`config.mk`:
```
export PLATFORM = sky130hd
export DESIGN_NAME = scrambler_session_ctrl
export DESIGN_NICKNAME = d
export VERILOG_FILES = /design/src/rtl/scrambler_session_ctrl.sv
export SDC_FILE = /design/constraint.sdc
export NUM_CORES = 1
export LEC_CHECK = 0
export CAP_MARGIN = 15
export CORE_AREA = 2 2 209 211
export CTS_CLUSTER_SIZE = 24
export DETAILED_ROUTE_END_ITERATION = 10
export DIE_AREA = 0 0 211 213
export PLACE_DENSITY_LB_ADDON = 0.2
export SETUP_SLACK_MARGIN = 0.05
export SYNTH_ARGS = -nofsm -noshare
export SYNTH_HDL_FRONTEND = slang
export SYNTH_SLANG_ARGS = --single-unit
```
`constraint.sdc`:
```
create_clock -name clk -period 4 [get_ports clk]
set_clock_uncertainty 0.05 [all_clocks]
set_input_delay 0.8 -clock clk [delete_from_list [all_inputs] [get_ports clk]]
set_output_delay 0.8 -clock clk [all_outputs]
set_load 0.03 [all_outputs]
```
`src/rtl/scrambler_session_ctrl.sv`:
```
// Session sequencer for the line-rotation scrambler: DRBG reset/init, key latch, rotator gating and reseed pacing.
// Optional: define SCRAMBLER_CTRL_WATCHDOG_EN to fault when a deferred next_seed stays blocked for a full field.
module scrambler_session_ctrl #(
    parameter int INIT_TIMEOUT  = 4096,
    parameter int RESEED_FIELDS = 1,
    parameter int FCNT_W        = 16
) (
    input  logic              clk,
    input  logic              reset_n,
    input  logic              V,
    input  logic              F,
    input  logic              enable,
    input  logic              key_load,
    input  logic [255:0]      key_in,
    input  logic              init_ready,
    input  logic              generator_busy,
    output logic [255:0]      entropy,
    output logic              drbg_reset_n,
    output logic              next_seed,
    output logic              rotator_reset_n,
    output logic              bypass,
    output logic [FCNT_W-1:0] field_count,
    output logic              fault
);

    localparam int TMO_W = $clog2(INIT_TIMEOUT + 1);

    typedef enum logic [2:0] {
        S_IDLE, S_DRBG_RST, S_WAIT_INIT, S_WAIT_FIELD, S_RUN, S_FAULT
    } state_t;

    state_t             state_r, state_nx_s;
    logic               v_q_r, v_rise_s;
    logic               key_valid_r;
    logic               rst_cnt_r;
    logic [TMO_W-1:0]   tmo_r;
    logic [7:0]         div_r, div_nx_s;
    logic               pend_r, pend_nx_s;
    logic               seed_req_s, seed_fire_s, rot_pulse_s, count_s;
    logic [255:0]       entropy_r;
    logic               drbg_reset_n_r, next_seed_r, rotator_reset_n_r, bypass_r, fault_r;
    logic [FCNT_W-1:0]  field_count_r;

    assign v_rise_s = V & ~v_q_r;

    // Next-state, field divider and reseed arbitration
    always_comb begin
        state_nx_s  = state_r;
        div_nx_s    = div_r;
        pend_nx_s   = pend_r;
        seed_req_s  = 1'b0;
        seed_fire_s = 1'b0;
        rot_pulse_s = 1'b0;
        count_s     = 1'b0;
        if (key_load) begin
            state_nx_s = enable ? S_DRBG_RST : S_IDLE;
        end else if (!enable && (state_r != S_FAULT)) begin
            state_nx_s = S_IDLE;
        end else begin
            case (state_r)
                S_IDLE: begin
                    if (key_valid_r) state_nx_s = S_DRBG_RST;
                    else             state_nx_s = S_IDLE;
                end
                S_DRBG_RST: begin
                    if (rst_cnt_r) state_nx_s = S_WAIT_INIT;
                    else           state_nx_s = S_DRBG_RST;
                end
                S_WAIT_INIT: begin
                    if (init_ready)                               state_nx_s = S_WAIT_FIELD;
                    else if (tmo_r == TMO_W'(INIT_TIMEOUT - 1))   state_nx_s = S_FAULT;
                    else                                          state_nx_s = S_WAIT_INIT;
                end
                S_WAIT_FIELD: begin
                    if (v_rise_s && !F) state_nx_s = S_RUN;
                    else                state_nx_s = S_WAIT_FIELD;
                end
                S_RUN: begin
                    if (v_rise_s) begin
                        count_s     = 1'b1;
                        rot_pulse_s = 1'b1;
                        if (div_r == 8'(RESEED_FIELDS - 1)) begin
                            seed_req_s = 1'b1;
                            div_nx_s   = 8'd0;
                        end else begin
                            div_nx_s   = div_r + 8'd1;
                        end
                    end else begin
                        div_nx_s = div_r;
                    end
                    // A blocked reseed is held (at most one) and released on the first idle cycle
                    if (seed_req_s || pend_r) begin
                        if (generator_busy) begin
                            pend_nx_s   = 1'b1;
                            seed_fire_s = 1'b0;
                        end else begin
                            pend_nx_s   = 1'b0;
                            seed_fire_s = 1'b1;
                        end
                    end else begin
                        pend_nx_s = 1'b0;
                    end
`ifdef SCRAMBLER_CTRL_WATCHDOG_EN
                    if (v_rise_s && pend_r && generator_busy) state_nx_s = S_FAULT;
                    else                                      state_nx_s = S_RUN;
`else
                    state_nx_s = S_RUN;
`endif
                end
                S_FAULT: state_nx_s = S_FAULT;
                default: state_nx_s = S_IDLE;
            endcase
        end
    end

    // State, counters, key latch and registered outputs
    always_ff @(posedge clk) begin
        if (!reset_n) begin
            state_r           <= S_IDLE;
            v_q_r             <= 1'b0;
            key_valid_r       <= 1'b0;
            rst_cnt_r         <= 1'b0;
            tmo_r             <= '0;
            div_r             <= 8'd0;
            pend_r            <= 1'b0;
            entropy_r         <= 256'd0;
            drbg_reset_n_r    <= 1'b0;
            next_seed_r       <= 1'b0;
            rotator_reset_n_r <= 1'b0;
            bypass_r          <= 1'b1;
            field_count_r     <= '0;
            fault_r           <= 1'b0;
        end else begin
            state_r     <= state_nx_s;
            v_q_r       <= V;
            if (key_load) begin
                entropy_r   <= key_in;
                key_valid_r <= 1'b1;
            end
            rst_cnt_r <= (state_r == S_DRBG_RST) && (state_nx_s == S_DRBG_RST) && !key_load;
            tmo_r     <= ((state_r == S_WAIT_INIT) && (state_nx_s == S_WAIT_INIT)) ? tmo_r + TMO_W'(1) : '0;
            div_r     <= (state_nx_s == S_RUN) ? div_nx_s : 8'd0;
            pend_r    <= (state_nx_s == S_RUN) ? pend_nx_s : 1'b0;
            if (key_load)     field_count_r <= '0;
            else if (count_s) field_count_r <= field_count_r + FCNT_W'(1);
            drbg_reset_n_r    <= (state_nx_s == S_WAIT_INIT) || (state_nx_s == S_WAIT_FIELD) || (state_nx_s == S_RUN);
            next_seed_r       <= seed_fire_s;
            rotator_reset_n_r <= (state_nx_s == S_RUN) && !rot_pulse_s;
            bypass_r          <= (state_nx_s != S_RUN);
            fault_r           <= (state_nx_s == S_FAULT);
        end
    end

    assign entropy         = entropy_r;
    assign drbg_reset_n    = drbg_reset_n_r;
    assign next_seed       = next_seed_r;
    assign rotator_reset_n = rotator_reset_n_r;
    assign bypass          = bypass_r;
    assign field_count     = field_count_r;
    assign fault           = fault_r;

endmodule

```
==> results of run 1 <==
## kinds of logic after synthesis
logic type,after synthesis
AOI/OAI and AO/OA,18
xor gates and xnor gates,30
adders and majority gates,4
buffers and inverters,73
DFF,305
muxes,257
and+or+nand+nor,376
## cell type report
type,instances,area share (%)
multi-input cells,685,27.9
well taps,546,3.63
clock inverters,11,0.752
inverters,8,0.160
diodes,2,0.0266
flip-flops and latches,305,32.5
clock buffers,55,6.03
repair buffers,544,29.0
## power by group through the flow
stage | clock network, mW | registers [mW] | logic, mW
after global routing | 3.73 | 3.29 | 1.37
final | 3.49 | 3.27 | 1.29
after floorplan | 0 | 3.63 | 0.343
after global placement | 0 | 3.33 | 1.30
after detailed placement | 0 | 3.34 | 1.30
after CTS | 3.62 | 3.28 | 1.31
## synthesized netlist by cell type, types with 8 or more instances
library cell and count:
inv_1 8, nor3_1 9, nor2b_1 259, mux2i_1 257, nor2_1 40, xnor2_1 16
nand3_1 17, dfxtp_1 305, nand2_1 11, clkbuf_1 39, xor2_1 14, buf_1 19
## critical path, stage by stage
cell	delay [ns]
clkdlybuf4s50_1	0.52
nor3b_1	0.36
or3b_2	0.48
a21oi_1	0.21
nand2_1	0.30
a311oi_1	0.32
## registers in the layout (all words and copies together), names as in the netlist
name and count:
field_count 16, next_seed 1, key_valid_r 1, fault 1, state_r 3, entropy 256, v_q_r 1, div_r 8
pend_r 1, rotator_reset_n 1, bypass 1, tmo_r 13, drbg_reset_n 1, rst_cnt_r 1
## per-stage QoR
step,hold slack (ns),cell area (um2)
finish,0.398,18800
global route,0.412,18800
CTS,0.399,18800
detailed placement,0.391,17500
global placement,0.381,17500
floorplan,0.370,11600
## per-layer routing
| layer | wire length, um | share of wire [%] | vias to the layer above | global-route usage [%] |
|---|---|---|---|---|
| li1 | - | - | 4588 | - |
| met1 | 14300 | 39 | 4187 | 17.0 |
| met2 | 18100 | 49 | 327 | 27.3 |
| met3 | 3630 | 9.8 | 59 | 6.93 |
| met4 | 1010 | 2.7 | 0 | 6.10 |
| met5 | 0 | 0 | - | 0 |
## final timing paths
path                  start        end  slack, ns
setup / recovery          V   div_r[2]       1.41
hold / removal    tmo_r[12]  tmo_r[12]       0.40
setup reg to reg   tmo_r[0]   tmo_r[5]       1.81
hold reg to reg   tmo_r[12]  tmo_r[12]       0.40
==> run metrics, run 1 <==
maximum VDD drop 0.370 mV; sequential share of power 40.7%; clk root buf clkbuf_16; non-filler instance count after layout 2156; fin crit period 2.59 ns; Fin. Hold Viols 0; Core Area 42700 um2; residual DRC count 0; compound-gate portion of the synthesized area 1.02%; power density over cell area 428 nW/um2; post-DR vias/cell 4.25; ys async rst share 0%; critical path class in2reg; largest family of logic cells by synthesized area multiplexers; worst endpoint required time 4.40 ns; switching share of power 25.3%; Comb power frac 16.0%; internal power 6.02 mW; Clock power frac 43.3%; Worst setup SP type input port; Seq/Total Area, Yosys 52.5%; port bufs 540; CTS Buf Count 37; Synth area leader dfxtp_1; RSZ-0062 raised after global routing false; Net Count, Synth 1331; commonest cells after routing, fill and taps aside clkdlybuf4s50_1, dfxtp_1, nor2b_1; synth top area cells dfxtp_1, mux2i_1, nor2b_1, nor2_1, clkbuf_1; first-pass GRT wire length 54900 um; Final Max Tran Viols 0; Post-CTS Resized 0; Total Neg Setup Slack 0 ns; Netlist cell types 41; die height 213 um; EDFF count, synth 0; Post-Synth Adder-Cell Area 0.430%; largest net degree at the start of global routing 126; clk slew on worst S/H paths 0.06 ns; gr usage total 15.8%; final setup vio count 0; fmax 386 MHz; vias in the first global route 9340; Worst Path Max Fanout 12; final worst slack 1.41 ns; reg2reg path depth 5; Tightest Pin Transition 1.05 ns; antenna violations before repair 1; Synth Area in Simple Gates 19.2%; H-tree Lvls 2; mux share of post-synthesis cell area 22.1%; worst skew pair latency 0.54 ns; Post-synth top flop dfxtp_1; # Post-CTS Setup Buffers 0; # fillers 4135; area growth from synthesis to final layout 61.7%; ANT nets after route 0; Synth Cell Area 11600 um2; Critical Path End Type register; Leakage 7.45 nW; post-synthesis xor/xnor area fraction 2.26%; CTS max path bufs 3; Routability Congestion 0.779; CP arrival 2.99 ns; Multi-input gate area 5240 um2; layout cells sized above 1 4.54%; synthesized area per cell 10.9 um2; fin util 44.0%; most common cell after layout, fill and taps aside clkdlybuf4s50_1; yosys warns 0; vias 9161; Die ar. 44900 um2; hold buffer count at cts 0; Mapped Cells 1063; Pre-antenna DRT Iters 4; DR WL/cell 17.2 um; overall power 8.05 mW; slew margin rel. 29.7%; register area 6110 um2; dpl hpwl 26600 um; Post-Place Cells 2088; Starting Density 27.2%; Top-Level Pins 541; top cell type's share of synthesized area 52.5%; chip width 211 um; status finished, final reports clean; fin crit share 64.8%; Rows 76; initial drt markers 254; setup slack after placement 0.881 ns; max-cap viol count 0; wirelength, routed 37000 um; fin nets 1849; worst hold path class reg2reg; sw power 2.04 mW; Hold Path Stages 1; Yosys reg bits 305; Overflow after GRT 0; Sink Count 305; CTS tree built
No activity file was read; power rests on OpenSTA's default activity.
==> run 2: changes to the inputs <==
- clock period: 4 -> 2.3 ns (I/O delays scaled with it)
==> run metrics, run 2 (synthesis results as in run 1) <==
register area 6110 um2; area growth from synthesis to final layout 63.4%; post-DR vias/cell 4.27; fin crit period 2.18 ns; Worst Path Max Fanout 5; Clock power frac 42.8%; final worst slack 0.123 ns; Overflow after GRT 0; slowest stage delay, CP 0.71 ns; Fin. Hold Viols 0; CTS tree built; max-cap viol count 0; Worst path depth 1; wirelength, routed 37200 um; Worst R2R Setup Slack 0.31 ns; clk slew on worst S/H paths 0.05 ns; dpl hpwl 26900 um; largest net degree at the start of global routing 133; Largest delay share family, worst path buffers and inverters; port bufs 540; critical path class reg2out; Die ar. 44900 um2; fmax 459 MHz; worst skew pair latency 0.54 ns; Sink Count 305; ANT nets after route 0; H-tree Lvls 2; Pre-antenna DRT Iters 4; reg2reg path depth 8; switching share of power 25.4%; power density over cell area 731 nW/um2; die height 213 um; sw power 3.54 mW; internal power 10.4 mW; final setup vio count 0; Critical Path End Type output pin; clk root buf clkbuf_16; DR WL/cell 17.1 um; status finished, final reports clean; critical path's slowest cell clkdlybuf4s50_1; RSZ-0062 raised after global routing false; Setup crit start field_count[6]; vias in the first global route 9481; Leakage 7.60 nW; CTS max path bufs 3; layout cells sized above 1 5.99%; gr usage total 15.9%; slew margin rel. 36.3%; CP arrival 1.67 ns; Final Max Tran Viols 0; Multi-input gate area 5250 um2; worst hold path class in2reg; sequential share of power 41.0%; most common cell after layout, fill and taps aside clkdlybuf4s50_1; CP Buf/Inv Count 1; Routability Congestion 0.790; number of flip-flops in the largest register 256; Core Area 42700 um2; Starting Density 27.2%; CP Cell Sequence clkdlybuf4s50_1; vias 9311; r2r endpoint div_r[0]; fin nets 1879; Comb power frac 16.3%; Rows 76; Tightest Pin Transition 0.955 ns; initial drt markers 334; Worst setup SP type register; # fillers 4094; maximum VDD drop 0.530 mV; antenna violations before repair 1; worst endpoint required time 1.79 ns; commonest cells after routing, fill and taps aside clkdlybuf4s50_1, dfxtp_1, nor2b_1; setup slack after placement -0.208 ns; fin crit share 94.6%; Top-Level Pins 541; first-pass GRT wire length 55300 um; chip width 211 um; residual DRC count 0; reg2reg start div_r[0]; critical path endpoint field_count[6]; Hold WS 0.163 ns; CTS Buf Count 38; n_diodes 0
## run 2: cell types whose count changed in the layout (fill, tap and decap cells not counted), sizes merged
cell / delta
buf: +29
clkinv: -4
clkbuf: +3
clkdlybuf4s50: -2
diode: -2
bufinv: -1
dlygate4sd2: +1
dlymetal6s2s: +1
inv: +1
## run 2: power by group through the flow
| stage | sequential, mW | clock (mW) | combinational (mW) |
|---|---|---|---|
| final | 5.69 | 5.95 | 2.26 |
| after global routing | 5.72 | 6.38 | 2.39 |
| after CTS | 5.69 | 6.18 | 2.29 |
| after detailed placement | 5.80 | 0 | 2.28 |
| after global placement | 5.80 | 0 | 2.27 |
| after floorplan | 6.32 | 0 | 0.596 |
## run 2: worst min-delay path by stage
stage                startpoint          end  slack [ns]  cells past startpoint
detailed placement    tmo_r[12]    tmo_r[12]        0.39                      1
finish                  reset_n   state_r[0]        0.16                      2
floorplan           key_valid_r  key_valid_r        0.37                      1
global placement      tmo_r[12]    tmo_r[12]        0.38                      1
global route            reset_n   state_r[0]        0.16                      2
CTS                     reset_n   state_r[0]        0.13                      2
## run 2: final cells by class
cell class	count	share of cell area [%]
tap	546	3.59
timing repair buffer	573	30.0
multi-input combinational	685	27.6
clock inverter	7	0.467
clock buffer	58	6.04
sequential	305	32.1
inverter	8	0.158
## run 2: repair_timing
action	4_1_cts	5_1_grt
hold buffers	0	0
setup buffers	0	0
pin swaps	0	0
resized for setup	1	2
setup endpoints to repair	1	3
## run 2: metrics by stage
stage | utilization (%) | std cells | total power [mW] | TNS (ns) | area, um2
6_report | 44.5 | 2182 | 13.9 | 0 | 19000
5_1_grt | 44.5 | 2182 | 14.5 | 0 | 19000
4_1_cts | 44.5 | 2182 | 14.2 | 0 | 19000
3_5_place_dp | 41.6 | 2117 | 8.08 | -3.17 | 17800
3_3_place_gp | 41.6 | 2117 | 8.07 | -2.40 | 17800
2_1_floorplan | - | 1063 | 6.92 | 0 | 11600
## run 2: metal layers
layer / track usage, % / routed length, um / vias up
li1: - / - / 4651
met1: 17.3 / 14500 / 4274
met2: 27.6 / 18300 / 323
met3: 6.57 / 3450 / 61
met4: 5.71 / 938 / 2
met5: 0 / 17 / -
